### config.mk
export PLATFORM = sky130hd
export DESIGN_NAME = jtag_tap_multi
export DESIGN_NICKNAME = d
export VERILOG_FILES = /design/src/rtl/jtag_tap_multi.sv
export SDC_FILE = /design/constraint.sdc
export NUM_CORES = 1
export LEC_CHECK = 0
export ABC_CLOCK_PERIOD_IN_PS = 2260
export CORE_MARGIN = 1
export CORE_UTILIZATION = 49
export CTS_CLUSTER_SIZE = 30
export DETAILED_ROUTE_END_ITERATION = 7
export PLACE_DENSITY_LB_ADDON = 0.2
export SYNTH_ARGS = -nofsm -noshare
export SYNTH_HDL_FRONTEND = slang
export SYNTH_SLANG_ARGS = --single-unit
### constraint.sdc
create_clock -name tck -period 2.26 [get_ports tck]
set_input_delay 0.452 -clock tck [delete_from_list [all_inputs] [get_ports tck]]
set_output_delay 0.452 -clock tck [all_outputs]
set_load 0.03 [all_outputs]
### src/rtl/jtag_tap_multi.sv
// IEEE 1149.1 TAP controller with IDCODE, BYPASS, a user opcode register and
// N_CHAN independent user data channels, all clocked by tck.
module jtag_tap_multi #(
  parameter int              IR_LEN       = 4,
  parameter logic [3:0]      ID_PARTVER   = 4'h1,
  parameter logic [15:0]     ID_PARTNUM   = 16'hBEEF,
  parameter logic [10:0]     ID_MANF      = 11'h035,
  parameter int              USERDATA_LEN = 32,
  parameter int              USEROP_LEN   = 8,
  parameter int              N_CHAN       = 2
) (
  input  logic                           tck,
  input  logic                           trst,
  input  logic                           tms,
  input  logic                           tdi,
  output logic                           tdo,
  input  logic [N_CHAN*USERDATA_LEN-1:0] userData_in,
  output logic [N_CHAN*USERDATA_LEN-1:0] userData_out,
  output logic [N_CHAN-1:0]              userData_valid,
  output logic [USEROP_LEN-1:0]          userOp,
  output logic                           userOp_ready
);

  localparam int DR_W = (USERDATA_LEN > 32 && USERDATA_LEN >= USEROP_LEN) ? USERDATA_LEN :
                        (USEROP_LEN > 32) ? USEROP_LEN : 32;
  localparam logic [IR_LEN-1:0] IR_IDCODE = IR_LEN'(1);
  localparam logic [IR_LEN-1:0] IR_USEROP = IR_LEN'(2);
  localparam logic [IR_LEN-1:0] IR_USER0  = IR_LEN'(4);
  localparam logic [IR_LEN-1:0] IR_USERN  = IR_LEN'(4 + N_CHAN);
  localparam logic [31:0]       IDCODE_VAL = {ID_PARTVER, ID_PARTNUM, ID_MANF, 1'b1};

  typedef enum logic [3:0] {
    TLR, RTI, SEL_DR, CAP_DR, SH_DR, EX1_DR, PAU_DR, EX2_DR, UPD_DR,
    SEL_IR, CAP_IR, SH_IR, EX1_IR, PAU_IR, EX2_IR, UPD_IR
  } state_e;

  state_e state_q, state_d;

  logic [IR_LEN-1:0]              ir_q, ir_d, ir_sh_q, ir_sh_d;
  logic [DR_W-1:0]                dr_q, dr_d;
  logic [N_CHAN*USERDATA_LEN-1:0] ud_q, ud_d;
  logic [N_CHAN-1:0]              udv_q, udv_d;
  logic [USEROP_LEN-1:0]          op_q, op_d;
  logic                           opr_q, opr_d;
  logic                           tdo_q, tdo_d;

  logic in_tlr, cap_dr, sh_dr, upd_dr, cap_ir, sh_ir, upd_ir;
  logic sel_idcode, sel_userop, sel_user;
  logic [IR_LEN-1:0] chan;

  always_ff @(posedge tck or negedge trst) begin
    if (!trst) state_q <= TLR;
    else       state_q <= state_d;
  end

  always_comb begin
    state_d = state_q;
    unique case (state_q)
      TLR:    state_d = tms ? TLR    : RTI;
      RTI:    state_d = tms ? SEL_DR : RTI;
      SEL_DR: state_d = tms ? SEL_IR : CAP_DR;
      CAP_DR: state_d = tms ? EX1_DR : SH_DR;
      SH_DR:  state_d = tms ? EX1_DR : SH_DR;
      EX1_DR: state_d = tms ? UPD_DR : PAU_DR;
      PAU_DR: state_d = tms ? EX2_DR : PAU_DR;
      EX2_DR: state_d = tms ? UPD_DR : SH_DR;
      UPD_DR: state_d = tms ? SEL_DR : RTI;
      SEL_IR: state_d = tms ? TLR    : CAP_IR;
      CAP_IR: state_d = tms ? EX1_IR : SH_IR;
      SH_IR:  state_d = tms ? EX1_IR : SH_IR;
      EX1_IR: state_d = tms ? UPD_IR : PAU_IR;
      PAU_IR: state_d = tms ? EX2_IR : PAU_IR;
      EX2_IR: state_d = tms ? UPD_IR : SH_IR;
      UPD_IR: state_d = tms ? SEL_DR : RTI;
      default: state_d = TLR;
    endcase
  end

  always_comb begin
    in_tlr = (state_q == TLR);
    cap_dr = (state_q == CAP_DR);
    sh_dr  = (state_q == SH_DR);
    upd_dr = (state_q == UPD_DR);
    cap_ir = (state_q == CAP_IR);
    sh_ir  = (state_q == SH_IR);
    upd_ir = (state_q == UPD_IR);
  end

  // Unlisted opcodes (including all-ones) fall through to the 1-bit bypass path.
  always_comb begin
    sel_idcode = (ir_q == IR_IDCODE);
    sel_userop = (ir_q == IR_USEROP);
    sel_user   = (ir_q >= IR_USER0) && (ir_q < IR_USERN);
    chan       = ir_q - IR_USER0;
  end

  always_comb begin
    ir_sh_d = ir_sh_q;
    ir_d    = ir_q;
    if (cap_ir)     ir_sh_d = IR_LEN'(1);
    else if (sh_ir) ir_sh_d = {tdi, ir_sh_q[IR_LEN-1:1]};
    if (in_tlr)      ir_d = IR_IDCODE;
    else if (upd_ir) ir_d = ir_sh_q;
  end

  // tdi always enters at the MSB of whichever register is selected, so the
  // shared shift register's upper bits stay zero for shorter registers.
  always_comb begin
    dr_d  = dr_q;
    ud_d  = ud_q;
    op_d  = op_q;
    udv_d = '0;
    opr_d = 1'b0;
    if (cap_dr) begin
      dr_d = '0;
      if (sel_idcode) begin
        dr_d[31:0] = IDCODE_VAL;
      end else if (sel_userop) begin
        dr_d[USEROP_LEN-1:0] = op_q;
      end else if (sel_user) begin
        for (int k = 0; k < N_CHAN; k++) begin
          if (chan == IR_LEN'(k)) dr_d[USERDATA_LEN-1:0] = userData_in[k*USERDATA_LEN +: USERDATA_LEN];
        end
      end
    end else if (sh_dr) begin
      dr_d = dr_q >> 1;
      if (sel_idcode)      dr_d[31] = tdi;
      else if (sel_userop) dr_d[USEROP_LEN-1] = tdi;
      else if (sel_user)   dr_d[USERDATA_LEN-1] = tdi;
      else                 dr_d[0] = tdi;
    end else if (upd_dr) begin
      if (sel_userop) begin
        op_d  = dr_q[USEROP_LEN-1:0];
        opr_d = 1'b1;
      end else if (sel_user) begin
        for (int k = 0; k < N_CHAN; k++) begin
          if (chan == IR_LEN'(k)) begin
            ud_d[k*USERDATA_LEN +: USERDATA_LEN] = dr_q[USERDATA_LEN-1:0];
            udv_d[k] = 1'b1;
          end
        end
      end
    end
  end

  always_ff @(posedge tck or negedge trst) begin
    if (!trst) begin
      ir_q    <= IR_IDCODE;
      ir_sh_q <= '0;
      dr_q    <= '0;
      ud_q    <= '0;
      udv_q   <= '0;
      op_q    <= '0;
      opr_q   <= 1'b0;
    end else begin
      ir_q    <= ir_d;
      ir_sh_q <= ir_sh_d;
      dr_q    <= dr_d;
      ud_q    <= ud_d;
      udv_q   <= udv_d;
      op_q    <= op_d;
      opr_q   <= opr_d;
    end
  end

  always_comb begin
    tdo_d = 1'b0;
    if (sh_dr)      tdo_d = dr_q[0];
    else if (sh_ir) tdo_d = ir_sh_q[0];
  end

  // tdo launches on the falling edge so the host can sample it on the next rising edge.
  always_ff @(negedge tck or negedge trst) begin
    if (!trst) tdo_q <= 1'b0;
    else       tdo_q <= tdo_d;
  end

  assign tdo            = tdo_q;
  assign userData_out   = ud_q;
  assign userData_valid = udv_q;
  assign userOp         = op_q;
  assign userOp_ready   = opr_q;

endmodule

---- Yosys cells after proc, flatten, opt, wreduce, memory -nomap -nowiden ----
Index checks and enable logic that the tools add are counted.
Widths: inputs -> output; s select.
word-level totals
  input port bits ......................... 68
  memories kept ........................... 0
  bits in latches ......................... 0
  bits in read-only memories .............. 0
  memory bits (writable) .................. 0
  word-level logic and storage cells ...... 92
  output and inout bits ................... 76
  flip-flop bits (word level) ............. 120
cells by class
  div/mod/pow operators ................... 0
  $lt $le $gt $ge ......................... 2
  multiplexer cells ....................... 46
  $mul .................................... 0
  reductions and logical operators ........ 12
  bitwise operators ....................... 3
  equal/unequal tests ..................... 18
  add/sub/neg operators ................... 1
  shifts and indexed selects .............. 0
operator list
  kind                 count
  $mux 32              6
  $pmux 4 s12          1
  $eq 4x4->1 const B   8
  $mux 4               8
  $mux 24              1
  $mux 1               19
  $eq 4x3->1 const B   4
  $mux 2               8
  $eq 4x1->1 const B   3
  $eq 4x2->1 const B   3
  $reduce_and 6->1     2
  $logic_not 4->1      2
  $mux 8               1
  $mux 3               2
  $reduce_bool 2->1    3
  $ge 4x3->1 const B   1
  $lt 4x3->1 const B   1
  $reduce_and 4->1     1
  $reduce_or 2->1      2
  $sub 4x3->4 const B  1
  $not 1->1            3
  $reduce_or 3->1      1
  $logic_and 1x1->1    1

---- Logic depth before layout (Yosys ltp) ----
  depth in word-level cells ............... 8
  gate-level depth with buffers ........... 7
  mapped depth without buffers ............ 4

==> results.json <==
{
  "result_of_the_run": "finished, violations left",
  "failed_checks": "setup timing",
  "via_count": 4463,
  "fillers": 801,
  "clock_tree.buffer_depth": 2,
  "wl_um": 15000,
  "final.hold.worst_slack_ns": 0.0955,
  "post_cts_hold_buffer_count": 0,
  "timing.critical_path.arrival_ns": 2.14,
  "clock_skew_ns": 0.0726,
  "max_cap_viol_count": 0,
  "r2r_cells": 2,
  "ant_nets": 0,
  "startpoint_of_the_worst_slack_reg_to_reg_timing_path": "state_q[0]$_DFF_PN0_",
  "seq_area_mm2": 0.00301,
  "clock_tree.htree_level_count": 4,
  "synth_enable_flop_cells": 0,
  "multiInputGateArea_mm2": 0.00238,
  "worst-path-buf-inv": 1,
  "globalRouteTotalUtil_pct": 27.5,
  "final_critical_path_setup_slack_ns": -0.329,
  "critical_path_peak_fanout": 1,
  "timing.critical_path.slowest_cell_delay_ns": 0.43,
  "critical_path.top_delay_family": "flip-flops",
  "r2r_end": "tdo$_DFF_NN0_",
  "share_of_post_route_cells_with_drive_strength_above_1_pct": 22.0,
  "initial_utilization_pct": 50.7,
  "timing.setup.tns_ns": -0.329,
  "required_ns": 1.81,
  "flow.area_growth_from_synthesis_pct": 41.6,
  "leakage_uw": 0.00370,
  "overall_power_uw": 9570,
  "grt_antenna_before_repair": 0,
  "worst_path_max_delay_cell": "dfrtn_1",
  "synth_top_cell_area_share_pct": 53.5,
  "cts.sinks": 120,
  "worst_setup_hold_path_clk_slew_ns": 0.06,
  "gp_congestion": 0.829,
  "fp.coreArea_mm2": 0.0109,
  "worstSetupStartpointType": "flop",
  "fin_area_mm2": 0.00782,
  "clock_root_cell": "clkbuf_8",
  "ctsResizeCount": 0,
  "num_io_pins": 144,
  "p_per_area_mw_per_mm2": 1220,
  "yosys-top-cells-area": "dfrtp_1, mux2_2, mux2i_1",
  "core.rowCount": 38,
  "vias_in_the_first_global_route": 4610,
  "drc": 0,
  "place_area_mm2": 0.00720,
  "count_of_mapped_cells_out_of_synthesis": 467,
  "maxSlewHeadroom_pct": 58.5,
  "yosysSeqAreaShare_pct": 54.4,
  "ys.flop_type": "dfrtp_1",
  "dr.pass1.iters": 4,
  "drt-wirelength-per-cell_um": 19.4,
  "count_of_inserted_antenna_diode_cells": 0,
  "detailed_place_hpwl_um": 10100,
  "numCtsBuffers": 17,
  "grt_first_pass_wirelength_um": 23800,
  "postSynth.asyncResetShare_pct": 100,
  "critPathKind": "reg -> out",
  "fp.dieW_um": 108,
  "tritoncts_clock_tree": "built",
  "hold_violations": 0,
  "hold_path_class": "in -> async",
  "vias_cell": 5.79,
  "finalSetupViolations": 1,
  "reg2reg_setup_slack_ns": 0.04,
  "yosys.cell_types.count": 53,
  "grt_remaining_overflow": 0,
  "worstSetupEndpointType": "output port",
  "num-nets-final": 686,
  "rsz0062_at_grt": "yes",
  "post-place-ws_ns": 0.119,
  "yosys.area.top_type": "dfrtp_1",
  "die_area_mm2": 0.0117,
  "timing.final.max_slew_violations": 0,
  "power.ir.vdd_worst_mv": 0.597,
  "ys.warnings.count": 0,
  "largest_net_degree_at_the_start_of_global_routing": 120,
  "worst_skew_pair.late_latency_ns": 0.52,
  "port-buffer-count": 143,
  "worst-slew-pin-transition_ns": 0.622,
  "syn_nets": 535,
  "syn-mean-instance-area_um2": 11.8,
  "syn_area_mm2": 0.00552,
  "path_cells": "buf_12",
  "cts_setup_buffers": 0,
  "drt_first_iter_violations": 264,
  "synth_seq_cells": 120,
  "die_height_um": 108
}
[per-stage QoR]
step / cells / utilization, %
finish: 771 / 71.8
global placement: 739 / 66.1
floorplan: 467 / -
CTS: 771 / 71.8
detailed placement: 739 / 66.1
global route: 771 / 71.8
[logic make-up after synthesis]
group	synth area share [%]
DFF	54.4
muxes	21.6
and+or+nand+nor	9.31
AOI/OAI and AO/OA	11.6
buffers and inverters	3.15
[synth_stat cells, drive strengths merged, types with 2 or more instances]
cell type  count
a22oi          5
or3            3
nand2b         5
nor2          15
o21ai         26
and3           2
nor3           4
and2           2
dfrtp        118
nor2b          5
a21oi         14
clkbuf        19
nand3          3
a31oi          3
or3b           2
nand3b         2
mux2          72
buf           15
o32ai          3
o22ai         16
nand4b         2
inv            5
o2111ai       14
mux2i         38
nand4          2
a21o           4
o211ai         3
nand2         48
[placed cells by master (no fill, tap or decap), types with 5 or more instances in the layout]
| cell type | instances |
|---|---|
| mux2i_1 | 38 |
| o22ai_1 | 16 |
| o2111ai_1 | 14 |
| inv_1 | 5 |
| nand2b_1 | 5 |
| nor2b_1 | 5 |
| a22oi_1 | 5 |
| clkbuf_16 | 16 |
| mux2_2 | 72 |
| clkdlybuf4s50_1 | 141 |
| o21ai_0 | 26 |
| nor2_1 | 13 |
| buf_4 | 23 |
| dfrtp_1 | 117 |
| nand2_1 | 47 |
| a21oi_1 | 14 |
[state kept, by name, summed over array words and instances, names as in the netlist]
register / count
userData_out: 64
dr_q: 32
userOp: 8
ir_q: 4
ir_sh_q: 4
state_q: 4
userData_valid: 2
tdo: 1
userOp_ready: 1
[worst max path at each step]
stage | cells after the start | end | slack [ns] | startpoint
6_report | 1 | tdo | -0.33 | tdo$_DFF_NN0_
5_1_grt | 1 | tdo | -0.37 | tdo$_DFF_NN0_
4_1_cts | 1 | tdo | -0.35 | tdo$_DFF_NN0_
3_5_place_dp | 2 | tdo$_DFF_NN0_ | 0.12 | state_q[0]$_DFF_PN0_
3_3_place_gp | 1 | tdo | 0.12 | tdo$_DFF_NN0_
2_1_floorplan | 3 | tdo$_DFF_NN0_ | 0.02 | state_q[1]$_DFF_PN0_
[report_power, final]
| group | switching, µW | total [µW] | internal (µW) |
|---|---|---|---|
| combinational | 1840 | 3400 | 1560 |
| clock | 1020 | 2820 | 1800 |
| sequential | 597 | 3350 | 2750 |
| total | 3460 | 9570 | 6110 |
[metal layers]
metal / global-route usage, % / up-vias / wire, µm
met1: 32.6 / 2239 / 5930
li1: - / 2033 / -
met5: 0 / - / 0
met4: 9.88 / 0 / 255
met3: 7.84 / 24 / 1140
met2: 47.4 / 167 / 7650
[cell type report]
class,count,share of cell area [%]
clock buffers,19,5.39
well taps,140,2.24
repair buffers,166,20.8
flip-flops and latches,120,38.4
inverters,6,0.288
multi-input cells,307,30.4
clock inverters,13,2.50
(Power assumes the default switching activity.)
